<file path="src/rtl/multichan_growing_avg_if.sv">
// Stream interface for the multi-channel block averager: sample input side plus
// averaged output side. The master drives samples and the slave returns averages.
interface multichan_growing_avg_if #(
  parameter int W        = 16,
  parameter int NCHAN    = 4,
  parameter int MAX_LOG2 = 7
);
  localparam int CH_W = (NCHAN > 1) ? $clog2(NCHAN) : 1;
  localparam int N_W  = (MAX_LOG2 > 0) ? $clog2(MAX_LOG2 + 1) : 1;

  logic [N_W-1:0]  n_avgs;
  logic            valid;
  logic [W-1:0]    x;
  logic            sof;
  logic [W-1:0]    y;
  logic            y_valid;
  logic [CH_W-1:0] y_chan;
  logic            y_last;
  logic            sync_err;

  modport master (
    output n_avgs, valid, x, sof,
    input  y, y_valid, y_chan, y_last, sync_err
  );

  modport slave (
    input  n_avgs, valid, x, sof,
    output y, y_valid, y_chan, y_last, sync_err
  );
endinterface

</file>
<file path="src/rtl/multichan_growing_avg.sv">
// Integrate-and-dump averager for a time-interleaved NCHAN stream: each channel is
// summed over 2^n frames, then one scaled average per channel is emitted.
module multichan_growing_avg #(
  parameter int W        = 16,
  parameter int NCHAN    = 4,
  parameter int MAX_LOG2 = 7,
  parameter bit SIGNED   = 1'b1,
  parameter bit ROUND    = 1'b0
) (
  input  logic                    clk,
  input  logic                    rst,
  multichan_growing_avg_if.slave  bus
);
  localparam int CH_W  = (NCHAN > 1) ? $clog2(NCHAN) : 1;
  localparam int N_W   = (MAX_LOG2 > 0) ? $clog2(MAX_LOG2 + 1) : 1;
  localparam int ACC_W = W + MAX_LOG2 + 1;
  localparam int FRM_W = (MAX_LOG2 > 0) ? MAX_LOG2 : 1;

  logic [CH_W-1:0]  chan_q, chan_d, cur_chan;
  logic [FRM_W-1:0] frm_q, frm_d, cur_frm;
  logic [N_W-1:0]   n_act_q, n_act_d, n_eff, n_clamp;
  logic [ACC_W-1:0] acc_q [NCHAN];
  logic [ACC_W-1:0] acc_d [NCHAN];
  logic [W-1:0]     y_q, y_d;
  logic             y_valid_q, y_valid_d;
  logic [CH_W-1:0]  y_chan_q, y_chan_d;
  logic             y_last_q, y_last_d;
  logic             sync_err_q, sync_err_d;

  logic [ACC_W-1:0]        ext_x, s, rnd, sum, shifted;
  logic signed [ACC_W-1:0] sum_s;
  logic [FRM_W:0]          frm_lim;
  logic                    block_start, misalign, frm_last, chan_last;

  // NOTE: every variable written here gets a default first, so no latches are inferred.
  always_comb begin
    n_clamp     = (bus.n_avgs > N_W'(MAX_LOG2)) ? N_W'(MAX_LOG2) : bus.n_avgs;
    block_start = (chan_q == '0) && (frm_q == '0);
    misalign    = bus.valid && bus.sof && !block_start;

    // A misaligned sof restarts the block on this very sample, so it behaves as chan 0/frm 0.
    n_eff    = (block_start || misalign) ? n_clamp : n_act_q;
    cur_chan = misalign ? '0 : chan_q;
    cur_frm  = misalign ? '0 : frm_q;

    frm_lim   = ((FRM_W + 1)'(1) << n_eff) - (FRM_W + 1)'(1);
    frm_last  = ({1'b0, cur_frm} == frm_lim);
    chan_last = (cur_chan == CH_W'(NCHAN - 1));

    ext_x = SIGNED ? {{(ACC_W - W){bus.x[W-1]}}, bus.x} : {{(ACC_W - W){1'b0}}, bus.x};
    s     = (cur_frm == '0) ? ext_x : acc_q[cur_chan] + ext_x;
    rnd   = (ROUND && (n_eff != '0)) ? (ACC_W'(1) << (n_eff - N_W'(1))) : '0;
    sum   = s + rnd;
    sum_s = signed'(sum);
    if (SIGNED) shifted = sum_s >>> n_eff;
    else        shifted = sum >> n_eff;

    chan_d     = chan_q;
    frm_d      = frm_q;
    n_act_d    = n_act_q;
    acc_d      = acc_q;
    y_d        = y_q;
    y_valid_d  = 1'b0;
    y_chan_d   = y_chan_q;
    y_last_d   = y_last_q;
    sync_err_d = misalign;

    if (bus.valid) begin
      n_act_d = n_eff;
      if (frm_last) begin
        y_d       = shifted[W-1:0];
        y_valid_d = 1'b1;
        y_chan_d  = cur_chan;
        y_last_d  = chan_last;
      end else begin
        acc_d[cur_chan] = s;
      end

      if (chan_last) begin
        chan_d = '0;
        frm_d  = frm_last ? '0 : cur_frm + FRM_W'(1);
      end else begin
        chan_d = cur_chan + CH_W'(1);
        frm_d  = cur_frm;
      end
    end
  end

  // NOTE: sequential state is updated with non-blocking assignments only.
  always_ff @(posedge clk) begin
    if (rst) begin
      chan_q     <= '0;
      frm_q      <= '0;
      n_act_q    <= '0;
      y_q        <= '0;
      y_valid_q  <= 1'b0;
      y_chan_q   <= '0;
      y_last_q   <= 1'b0;
      sync_err_q <= 1'b0;
      // NOTE: the accumulator array is small (NCHAN words), so clearing it in reset is cheap.
      for (int i = 0; i < NCHAN; i++) acc_q[i] <= '0;
    end else begin
      chan_q     <= chan_d;
      frm_q      <= frm_d;
      n_act_q    <= n_act_d;
      y_q        <= y_d;
      y_valid_q  <= y_valid_d;
      y_chan_q   <= y_chan_d;
      y_last_q   <= y_last_d;
      sync_err_q <= sync_err_d;
      for (int i = 0; i < NCHAN; i++) acc_q[i] <= acc_d[i];
    end
  end

  assign bus.y        = y_q;
  assign bus.y_valid  = y_valid_q;
  assign bus.y_chan   = y_chan_q;
  assign bus.y_last   = y_last_q;
  assign bus.sync_err = sync_err_q;
endmodule

</file>
<file path="src/flat_wrapper.sv">
// flat-port wrapper written by rule: the top's interface ports become plain ports
module multichan_growing_avg_flat 
#(
  parameter int W        = 16,
  parameter int NCHAN    = 4,
  parameter int MAX_LOG2 = 7,
  parameter bit SIGNED   = 1'b1,
  parameter bit ROUND    = 1'b0
)
  (clk, rst, bus_n_avgs, bus_valid, bus_x, bus_sof, bus_y, bus_y_valid, bus_y_chan, bus_y_last, bus_sync_err);
  multichan_growing_avg_if #(.W(W), .NCHAN(NCHAN), .MAX_LOG2(MAX_LOG2)) bus_i ();
  input  logic clk;
  input  logic rst;
  input wire logic [$bits(bus_i.n_avgs)-1:0] bus_n_avgs;
  input wire logic [$bits(bus_i.valid)-1:0] bus_valid;
  input wire logic [$bits(bus_i.x)-1:0] bus_x;
  input wire logic [$bits(bus_i.sof)-1:0] bus_sof;
  output wire logic [$bits(bus_i.y)-1:0] bus_y;
  output wire logic [$bits(bus_i.y_valid)-1:0] bus_y_valid;
  output wire logic [$bits(bus_i.y_chan)-1:0] bus_y_chan;
  output wire logic [$bits(bus_i.y_last)-1:0] bus_y_last;
  output wire logic [$bits(bus_i.sync_err)-1:0] bus_sync_err;
  assign bus_i.n_avgs = bus_n_avgs;
  assign bus_i.valid = bus_valid;
  assign bus_i.x = bus_x;
  assign bus_i.sof = bus_sof;
  assign bus_y = bus_i.y;
  assign bus_y_valid = bus_i.y_valid;
  assign bus_y_chan = bus_i.y_chan;
  assign bus_y_last = bus_i.y_last;
  assign bus_sync_err = bus_i.sync_err;
  multichan_growing_avg #(.W(W), .NCHAN(NCHAN), .MAX_LOG2(MAX_LOG2), .SIGNED(SIGNED), .ROUND(ROUND)) u_core (.clk(clk), .rst(rst), .bus(bus_i));
endmodule
</file>
<file path="config.mk">
export PLATFORM = sky130hd
export DESIGN_NAME = multichan_growing_avg_flat
export DESIGN_NICKNAME = d
export VERILOG_FILES = /design/src/rtl/multichan_growing_avg_if.sv /design/src/rtl/multichan_growing_avg.sv /design/src/flat_wrapper.sv
export SDC_FILE = /design/constraint.sdc
export NUM_CORES = 1
export LEC_CHECK = 0
export CELL_PAD_IN_SITES_DETAIL_PLACEMENT = 0
export CELL_PAD_IN_SITES_GLOBAL_PLACEMENT = 1
export CORE_MARGIN = 3
export CORE_UTILIZATION = 35
export CTS_CLUSTER_DIAMETER = 100
export DETAILED_ROUTE_END_ITERATION = 8
export PLACE_DENSITY_LB_ADDON = 0.1
export SLEW_MARGIN = 20
export SYNTH_ARGS = -nofsm -noshare
export SYNTH_HDL_FRONTEND = slang
export SYNTH_SLANG_ARGS = --single-unit
</file>
<file path="constraint.sdc">
create_clock -name clk -period 6.1 [get_ports clk]
set_clock_uncertainty 0.1 [all_clocks]
set_input_delay 1.22 -clock clk [delete_from_list [all_inputs] [get_ports clk]]
set_output_delay 1.22 -clock clk [all_outputs]
set_load 0.03 [all_outputs]
</file>
Word-level counts from Yosys, hierarchy flattened
Index checks and enable logic that the tools add are counted.
- register bits: 129
- output and inout port bits: 21
- input bits: 23
- logic and storage cells: 53
- add/subtract/negate cells: 4
- magnitude comparators: 3
- equal/unequal tests: 2
- bitwise gates (word level): 3
- mux-type cells: 15
- shift-type cells: 2
- reductions and logical operators: 12
- operator list (cell ; number):
    bitwise mux 96 bit ; 1
    2-to-1 mux 24 bit ; 4
    binary-select mux 24 bit (select 2 bit) ; 1
    demux 24 bit (select 2 bit) ; 1
    adder 24 bit ; 1
    >>> shifter 24 x 3 -> 16 bit ; 1
    2-to-1 mux 7 bit ; 3
    logical NOT 7 bit ; 2
    equality test 7 x 8 -> 1 bit ; 1
    << shifter 1 x 3 -> 8 bit, first input constant ; 1
    subtractor 8 x 2 -> 8 bit, second input constant ; 1
    adder 7 x 1 -> 7 bit, second input constant ; 1
    2-to-1 mux 3 bit ; 2
    logical AND 1 bit ; 4
    2-to-1 mux 2 bit ; 2
    AND reduction 2 bit ; 2
    >= comparator 3 bit, second input constant ; 1
    > comparator 3 bit, second input constant ; 1
    < comparator 3 x 1 -> 1 bit, second input constant ; 1
    NOT 2 -> 3 bit ; 1
    adder 2 x 1 -> 2 bit, second input constant ; 1
    equality test 2 bit, second input constant ; 1
    logical NOT 2 bit ; 1
    NOT 1 bit ; 2
    4 further kinds ; 4

Longest topological paths before layout
Gate-level depths: netlist (run 1).
- depth in word-level cells: 12
- depth in mapped cells: 19
- gate-level depth less buffers: 15

Worst setup path after synthesis (run 1)
No wires, ideal clock.
- path kind: in2reg
- from: input bus_sof
- to: register u_core.y_q[15] (netlist: u_core.bus.y[15])
- setup time: 0.091 ns
- buffers on the path: 3
- data arrival time: 5.348 ns
- required time: 5.909 ns
- setup slack: 0.561 ns
- cell stages on the path: 17
- cell sequence: nand2_1 > buf_4 > nand2_1 > clkbuf_1 > clkbuf_1 > mux2i_1 > a21oi_1 > ha_1 > a211oi_1 > o211ai_1 > a21oi_1 > or4b_2 > nand3_1 > nor2_1 > a211o_1 > and4_1 > a311oi_1
- cells in the longest elaborated chain, start to end: 10
- elaborated cells on any way between the ends: 18
- classes of those cells: add/sub: 2; eq/ne: 1; shift: 2; mux: 7; bitwise: 1; reduce/logical: 5
- RTL lines (item ; line ; text):
    from (decl) ; flat_wrapper.sv:17 ; input wire logic [$bits(bus_i.sof)-1:0] bus_sof;
    logical AND 1 bit * (2 in a row) ; multichan_growing_avg.sv:39 ; misalign = bus.valid && bus.sof && !block_start;
    2-to-1 mux 2 bit ; multichan_growing_avg.sv:43 ; cur_chan = misalign ? '0 : chan_q;
    NOT 2 -> 3 bit (implied by the code) ; multichan_growing_avg.sv:51 ; s = (cur_frm == '0) ? ext_x : acc_q[cur_chan] + ext_x;
    binary-select mux 24 bit (select 2 bit) ; multichan_growing_avg.sv:51 ;
    2-to-1 mux 24 bit (implied by the code) (2 in a row) ; multichan_growing_avg.sv:51 ;
    adder 24 bit ; multichan_growing_avg.sv:51 ;
    2-to-1 mux 24 bit ; multichan_growing_avg.sv:51 ;
    >>> shifter 24 x 3 -> 16 bit ; multichan_growing_avg.sv:55 ; if (SIGNED) shifted = sum_s >>> n_eff;
    to (signal assigned) ; multichan_growing_avg.sv:106 ; y_q <= y_d;
    to (decl) ; multichan_growing_avg.sv:24 ; logic [W-1:0] y_q, y_d;
Every way passes the cells marked *; elsewhere a longest branch is shown, timed or not. The select of a mux whose other input is x is not followed.
A chain may end at the register's enable or synchronous reset.

Worst setup path in the final report (run 1)
Same ends and word-level chain as after synthesis.

==> impl_metrics.json, run 1 <==
{
  "grt_pass1_wl_um": 43300,
  "worstSetupStartpoint": "bus_sof",
  "die_area_um2": 25400,
  "seqCellArea_um2": 2500,
  "rows": 55,
  "final.period_utilization": 0.878,
  "finalSetupViolations": 0,
  "multi_input_area_um2": 5300,
  "num_antenna_cells": 0,
  "cpLargestDelayFamily": "compound AO/OA/AOI/OAI gates",
  "cp_slowest_cell": "a211oi_1",
  "yosys.cell_types.count": 75,
  "clock_sinks": 125,
  "max_freq_mhz": 187,
  "relSlewSlack": 0.408,
  "dr.first_iter.drc_count": 552,
  "worst_setup_path_start_kind": "input pin",
  "status": "finished clean",
  "nets": 1072,
  "power_density_nw_per_um2": 262,
  "chipHeight_um": 159,
  "grt_pass1_vias": 7303,
  "avgSynthCellArea_um2": 8.28,
  "clkTransAtPathRegs_ns": 0.06,
  "port_buffers": 43,
  "postCtsHoldBufs": 0,
  "end_kind": "flop",
  "rsz0062_at_grt": "no",
  "cp_max_fo": 36,
  "ys_seq_area_frac": 0.304,
  "numPlacedInstances": 1311,
  "initial_core_util": 0.360,
  "routedWlPerCell_um": 20.3,
  "gp_congestion": 0.848,
  "ant_nets": 0,
  "dp_hpwl_um": 19200,
  "cts_repair_resize_count": 0,
  "hp-class": "flop to flop",
  "antenna_found_initial": 0,
  "grt.overflow.total": 0,
  "num-fill-cells": 2406,
  "drive_gt1_frac": 0.0991,
  "cp_slowest_stage_delay_ns": 0.62,
  "postCtsSetupRepairBufs": 0,
  "synth_edf_count": 0,
  "cp.arrival_ns": 5.59,
  "grt_start_max_net_pins": 66,
  "drc_errors": 0,
  "cts_max_path_buffers": 2,
  "cp_data_required_time_ns": 6.34,
  "tritoncts": "built",
  "track_usage": 0.214,
  "tightestPinTransition_ns": 0.888,
  "stdcell_count": 1342,
  "leakage_nw": 4.27,
  "htree_levels": 4,
  "synthesis.nets": 1049,
  "path_class": "input pin to flop",
  "pre_cts_ws_ns": 0.329,
  "cp_cell_sequence": "clkdlybuf4s50_1 -> nand2_1 -> nand2_2 -> buf_12 -> a221oi_1 -> a21oi_1 -> ha_1 -> a21oi_1 -> o21ai_0 -> nor2_1 -> o211ai_1 -> o41ai_1 -> a211oi_1 -> nand2_1 -> and4_1 -> a311oi_1",
  "ys_warn_count": 0,
  "core_um2": 22800,
  "synth_seq_cells": 125,
  "hold_viol_final": 0,
  "syn_to_final_growth_pct": 16.2,
  "clk_latency_ns": 0.43,
  "period_minus_slack_ns": 5.35,
  "fin_ws_ns": 0.747,
  "cts_inserted_buffers": 17,
  "synthCells": 994,
  "drtPass1Iterations": 5,
  "syn_area_um2": 8230,
  "setup_tns_ns": 0,
  "hold_start": "u_core.bus.y[8]",
  "maxCapViolCount": 0,
  "die_x_um": 159,
  "timing.critical_path.buf_inv": 2,
  "slew_violations": 0,
  "holdWs_ns": 0.361,
  "synth_ff_type": "dfxtp_1",
  "ir_drop_mv": 0.146,
  "async_flop_share": 0,
  "r2r_start": "u_core.frm_q[2]",
  "routed_wl_um": 27300,
  "num_vias": 7511,
  "ios": 44,
  "via_per_inst": 5.60,
  "cts_root_buf": "clkbuf_16"
}
==> kinds of logic (layout without fill, tap and decap cells) <==
logic type / after synthesis / after routing / share of synthesized area
muxes: 134 / 134 / 0.165
buffers and inverters: 93 / 128 / 0.0573
and+or+nand+nor: 332 / 332 / 0.187
AOI/OAI and AO/OA: 264 / 264 / 0.222
DFF: 125 / 125 / 0.304
adders and majority gates: 32 / 32 / 0.0495
xor gates and xnor gates: 14 / 14 / 0.0149
==> worst min-delay path, cell delays in order, from the launching register on <==
cell and delay [ns]:
dfxtp_1 0.31, inv_1 0.05, o32ai_1 0.05
==> synthesized netlist by cell type (6+ instances only) <==
| master | n | area, um^2 |
|---|---|---|
| a211oi_1 | 15 | 113 |
| a21o_1 | 10 | 75.1 |
| a21oi_1 | 71 | 355 |
| a221oi_1 | 24 | 210 |
| and3_1 | 8 | 50.1 |
| buf_4 | 15 | 113 |
| buf_6 | 7 | 78.8 |
| clkbuf_1 | 42 | 158 |
| dfxtp_1 | 125 | 2500 |
| ha_1 | 31 | 388 |
| inv_1 | 16 | 60.1 |
| mux2_2 | 9 | 101 |
| mux2i_1 | 123 | 1230 |
| nand2_1 | 64 | 240 |
| nand2b_1 | 6 | 37.5 |
| nand3_1 | 23 | 115 |
| nand3b_1 | 10 | 75.1 |
| nand4_1 | 15 | 93.8 |
| nor2_1 | 157 | 589 |
| nor3_1 | 12 | 60.1 |
| nor4_1 | 7 | 43.8 |
| o211ai_1 | 12 | 90.1 |
| o21a_1 | 9 | 67.6 |
| o21ai_0 | 46 | 230 |
| o22ai_1 | 8 | 50.1 |
| o31ai_1 | 12 | 90.1 |
| or3_1 | 6 | 37.5 |
| xor2_1 | 10 | 87.6 |
==> area by class of cell <==
type,instances,area share
Timing Repair Buffer,81,0.0771
Clock inverter,12,0.0144
Inverter,16,0.00628
Clock buffer,19,0.0463
Sequential cell,125,0.262
Multi-Input combinational cell,776,0.553
Tap cell,313,0.0409
==> path summary, 6_finish.rpt <==
path,endpoint,slack (ns),cells after the start
hold reg to reg,u_core.bus.y[8],0.36,2
hold / removal,u_core.bus.y[8],0.36,2
setup reg to reg,u_core.bus.y[8],1.36,14
setup / recovery,u_core.bus.y[15],0.75,16
==> layout by cell type (no fill, tap or decap), types with 15 or more instances in the layout <==
master,count
a221oi_1,24
a21oi_1,70
inv_1,16
a211oi_1,15
nand3_1,23
nand4_1,15
ha_1,31
buf_4,37
nand2_1,62
nor2_1,157
clkbuf_16,17
mux2i_1,121
o21ai_0,46
dfxtp_1,125
clkdlybuf4s50_1,42
==> sequential cells by signal, indices dropped and copies added, names as in the netlist <==
| signal | flops |
|---|---|
| u_core.bus.y_last | 1 |
| u_core.bus.sync_err | 1 |
| u_core.chan_q | 2 |
| u_core.n_act_q | 3 |
| u_core.bus.y_chan | 2 |
| u_core.bus.y_valid | 1 |
| u_core.acc_q | 92 |
| u_core.bus.y | 16 |
| u_core.frm_q | 7 |
==> power breakdown <==
part           internal [mW]  total (mW)  switching (mW)
clock                  0.614        1.02           0.405
combinational          0.232       0.632           0.399
sequential             0.842       0.858          0.0150
==> metal layers <==
layer	part of all wire	track usage	up-vias	wire length, um
met5	0	0	-	0
met4	0.015	0.0478	0	403
met3	0.035	0.0351	27	965
met2	0.48	0.359	161	13100
met1	0.47	0.290	3602	12900
li1	-	-	3721	-
==> per-stage QoR <==
step | util | area, um^2 | power, mW
after floorplan | - | 8230 | 1.31
after global placement | 0.393 | 8990 | 1.51
after detailed placement | 0.393 | 8990 | 1.50
after CTS | 0.419 | 9570 | 2.53
after global routing | 0.419 | 9570 | 2.63
final | 0.419 | 9570 | 2.51
Power figures use the tool's default switching activity.
==> run 2, diff against run 1 <==
--- a/config.mk
+++ b/config.mk
@@ -7,7 +7,7 @@
 export LEC_CHECK = 0
 export CELL_PAD_IN_SITES_DETAIL_PLACEMENT = 0
 export CELL_PAD_IN_SITES_GLOBAL_PLACEMENT = 1
-export CORE_MARGIN = 3
+export CORE_MARGIN = 1.5
 export CORE_UTILIZATION = 35
 export CTS_CLUSTER_DIAMETER = 100
 export DETAILED_ROUTE_END_ITERATION = 8
==> run 2 against run 1 <==
  * Combinational power about the same
  * Largest cell class unchanged
  * Maximum frequency rose by 2.1%
  * Clock power about the same
==> impl_metrics.json, run 2 (synthesis results as in run 1) <==
{
  "maxCapViolCount": 0,
  "htree_levels": 4,
  "die_x_um": 156,
  "num_vias": 7513,
  "cts_inserted_buffers": 17,
  "largest_register": "u_core.acc_q",
  "largest_reg_flops": 92,
  "final.period_utilization": 0.860,
  "track_usage": 0.225,
  "final_common_cell": "nor2_1",
  "power_frac_comb": 0.250,
  "cts_max_path_buffers": 2,
  "rsz0062_at_grt": "no",
  "drive_gt1_frac": 0.106,
  "setup_tns_ns": 0,
  "nets": 1078,
  "ant_nets": 0,
  "cp.arrival_ns": 5.50,
  "antenna_found_initial": 0,
  "postCtsSetupRepairBufs": 0,
  "p_seq_frac": 0.339,
  "dr.first_iter.drc_count": 518,
  "swShare": 0.343,
  "grt_pass1_wl_um": 42300,
  "grt_pass1_vias": 7279,
  "postCtsHoldBufs": 0,
  "end_kind": "flop",
  "path_class": "input pin to flop",
  "power_density_nw_per_um2": 263,
  "placed_area_um2": 9020,
  "status": "finished clean",
  "port_buffers": 43,
  "layout_common_cells": "157 x nor2_1, 125 x dfxtp_1, 121 x mux2i_1",
  "hp-class": "flop to flop",
  "clock_sinks": 125,
  "holdWs_ns": 0.362,
  "p_int_mw": 1.66,
  "cp_max_fo": 24,
  "initial_core_util": 0.360,
  "clk_latency_ns": 0.43,
  "drtPass1Iterations": 5,
  "hold_viol_final": 0,
  "p_sw_mw": 0.866,
  "max_freq_mhz": 191,
  "num-fill-cells": 2405,
  "dp_hpwl_um": 19100,
  "num_antenna_cells": 0,
  "cp_data_required_time_ns": 6.36,
  "ios": 44,
  "finish.utilization": 0.421,
  "rows": 55,
  "routed_wl_um": 26900,
  "core_um2": 22800,
  "slew_violations": 0,
  "drc_errors": 0,
  "cts_repair_resize_count": 0,
  "relSlewSlack": 0.507,
  "leakage_nw": 4.30,
  "worst_setup_path_start_kind": "input pin",
  "period_minus_slack_ns": 5.25,
  "tightestPinTransition_ns": 0.740,
  "fin_area_um2": 9610,
  "power_frac_clock": 0.411,
  "clkTransAtPathRegs_ns": 0.06,
  "chipHeight_um": 156,
  "routedWlPerCell_um": 20.0,
  "gp_congestion": 0.842,
  "grt.overflow.total": 0,
  "via_per_inst": 5.57,
  "ir_drop_mv": 0.166,
  "cts_root_buf": "clkbuf_16",
  "finalSetupViolations": 0,
  "grt_start_max_net_pins": 66,
  "syn_to_final_growth_pct": 16.7,
  "die_area_um2": 24500,
  "tritoncts": "built"
}
run 2: changes by cell type in the layout (fill, tap and decap cells not counted), sizes merged:
cell	change
clkinv	-2
clkbuf	-2
bufinv	-1
clkinvlp	-1
buf	+6
inv	+7
run 2: worst paths after layout:
kind	startpoint	to	slack (ns)	cells past startpoint
worst max-delay path	bus_sof	u_core.bus.y[14]	0.85	16
worst min-delay path	u_core.bus.y[14]	u_core.bus.y[14]	0.36	1
worst max register to register	u_core.frm_q[2]	u_core.bus.y[7]	1.16	14
worst min register to register	u_core.bus.y[14]	u_core.bus.y[14]	0.36	1
run 2: layout make-up:
| cell class | instances | area, um^2 | share of cell area |
|---|---|---|---|
| sequential | 125 | 2500 | 0.260 |
| tap | 313 | 392 | 0.0407 |
| timing repair buffer | 87 | 771 | 0.0802 |
| inverter | 16 | 60.1 | 0.00625 |
| clock inverter | 15 | 166 | 0.0173 |
| multi-input combinational | 776 | 5300 | 0.551 |
| clock buffer | 17 | 425 | 0.0443 |
run 2: metal layers:
layer  routed length [um]  GRT usage  vias up
met5                    0          0        -
met4                  334     0.0558        0
met3                  693     0.0282       21
met2                13000      0.380      132
met1                12900      0.304     3628
li1                     -          -     3732
run 2: through the flow:
| step | instances | worst slack (ns) | power (mW) |
|---|---|---|---|
| after global routing | 1349 | 0.580 | 2.65 |
| after floorplan | 994 | 0.561 | 1.31 |
| final | 1349 | 0.855 | 2.53 |
| after detailed placement | 1317 | 0.440 | 1.50 |
| after global placement | 1317 | 0.404 | 1.51 |
| after CTS | 1349 | 0.872 | 2.55 |
run 2: power groups by stage:
stage / registers, mW / clock network [mW] / logic, mW
2_1_floorplan: 0.874 / 0 / 0.440
3_3_place_gp: 0.875 / 0 / 0.632
3_5_place_dp: 0.875 / 0 / 0.628
4_1_cts: 0.857 / 1.06 / 0.632
5_1_grt: 0.859 / 1.10 / 0.693
6_report: 0.857 / 1.04 / 0.632
run 2: critical path, cell delays in order:
cell and delay, ns:
clkdlybuf4s50_1 0.48, nand2_1 0.15, nand2_2 0.25, buf_4 0.39, mux2i_1 0.23, a21oi_1 0.14, ha_1 0.50, nand4_1 0.28
nor3_1 0.38, and4b_1 0.28, a211oi_1 0.08, xor2_1 0.19, o21a_1 0.24, a2111oi_0 0.42, a221oi_1 0.11, o2bb2ai_1 0.14
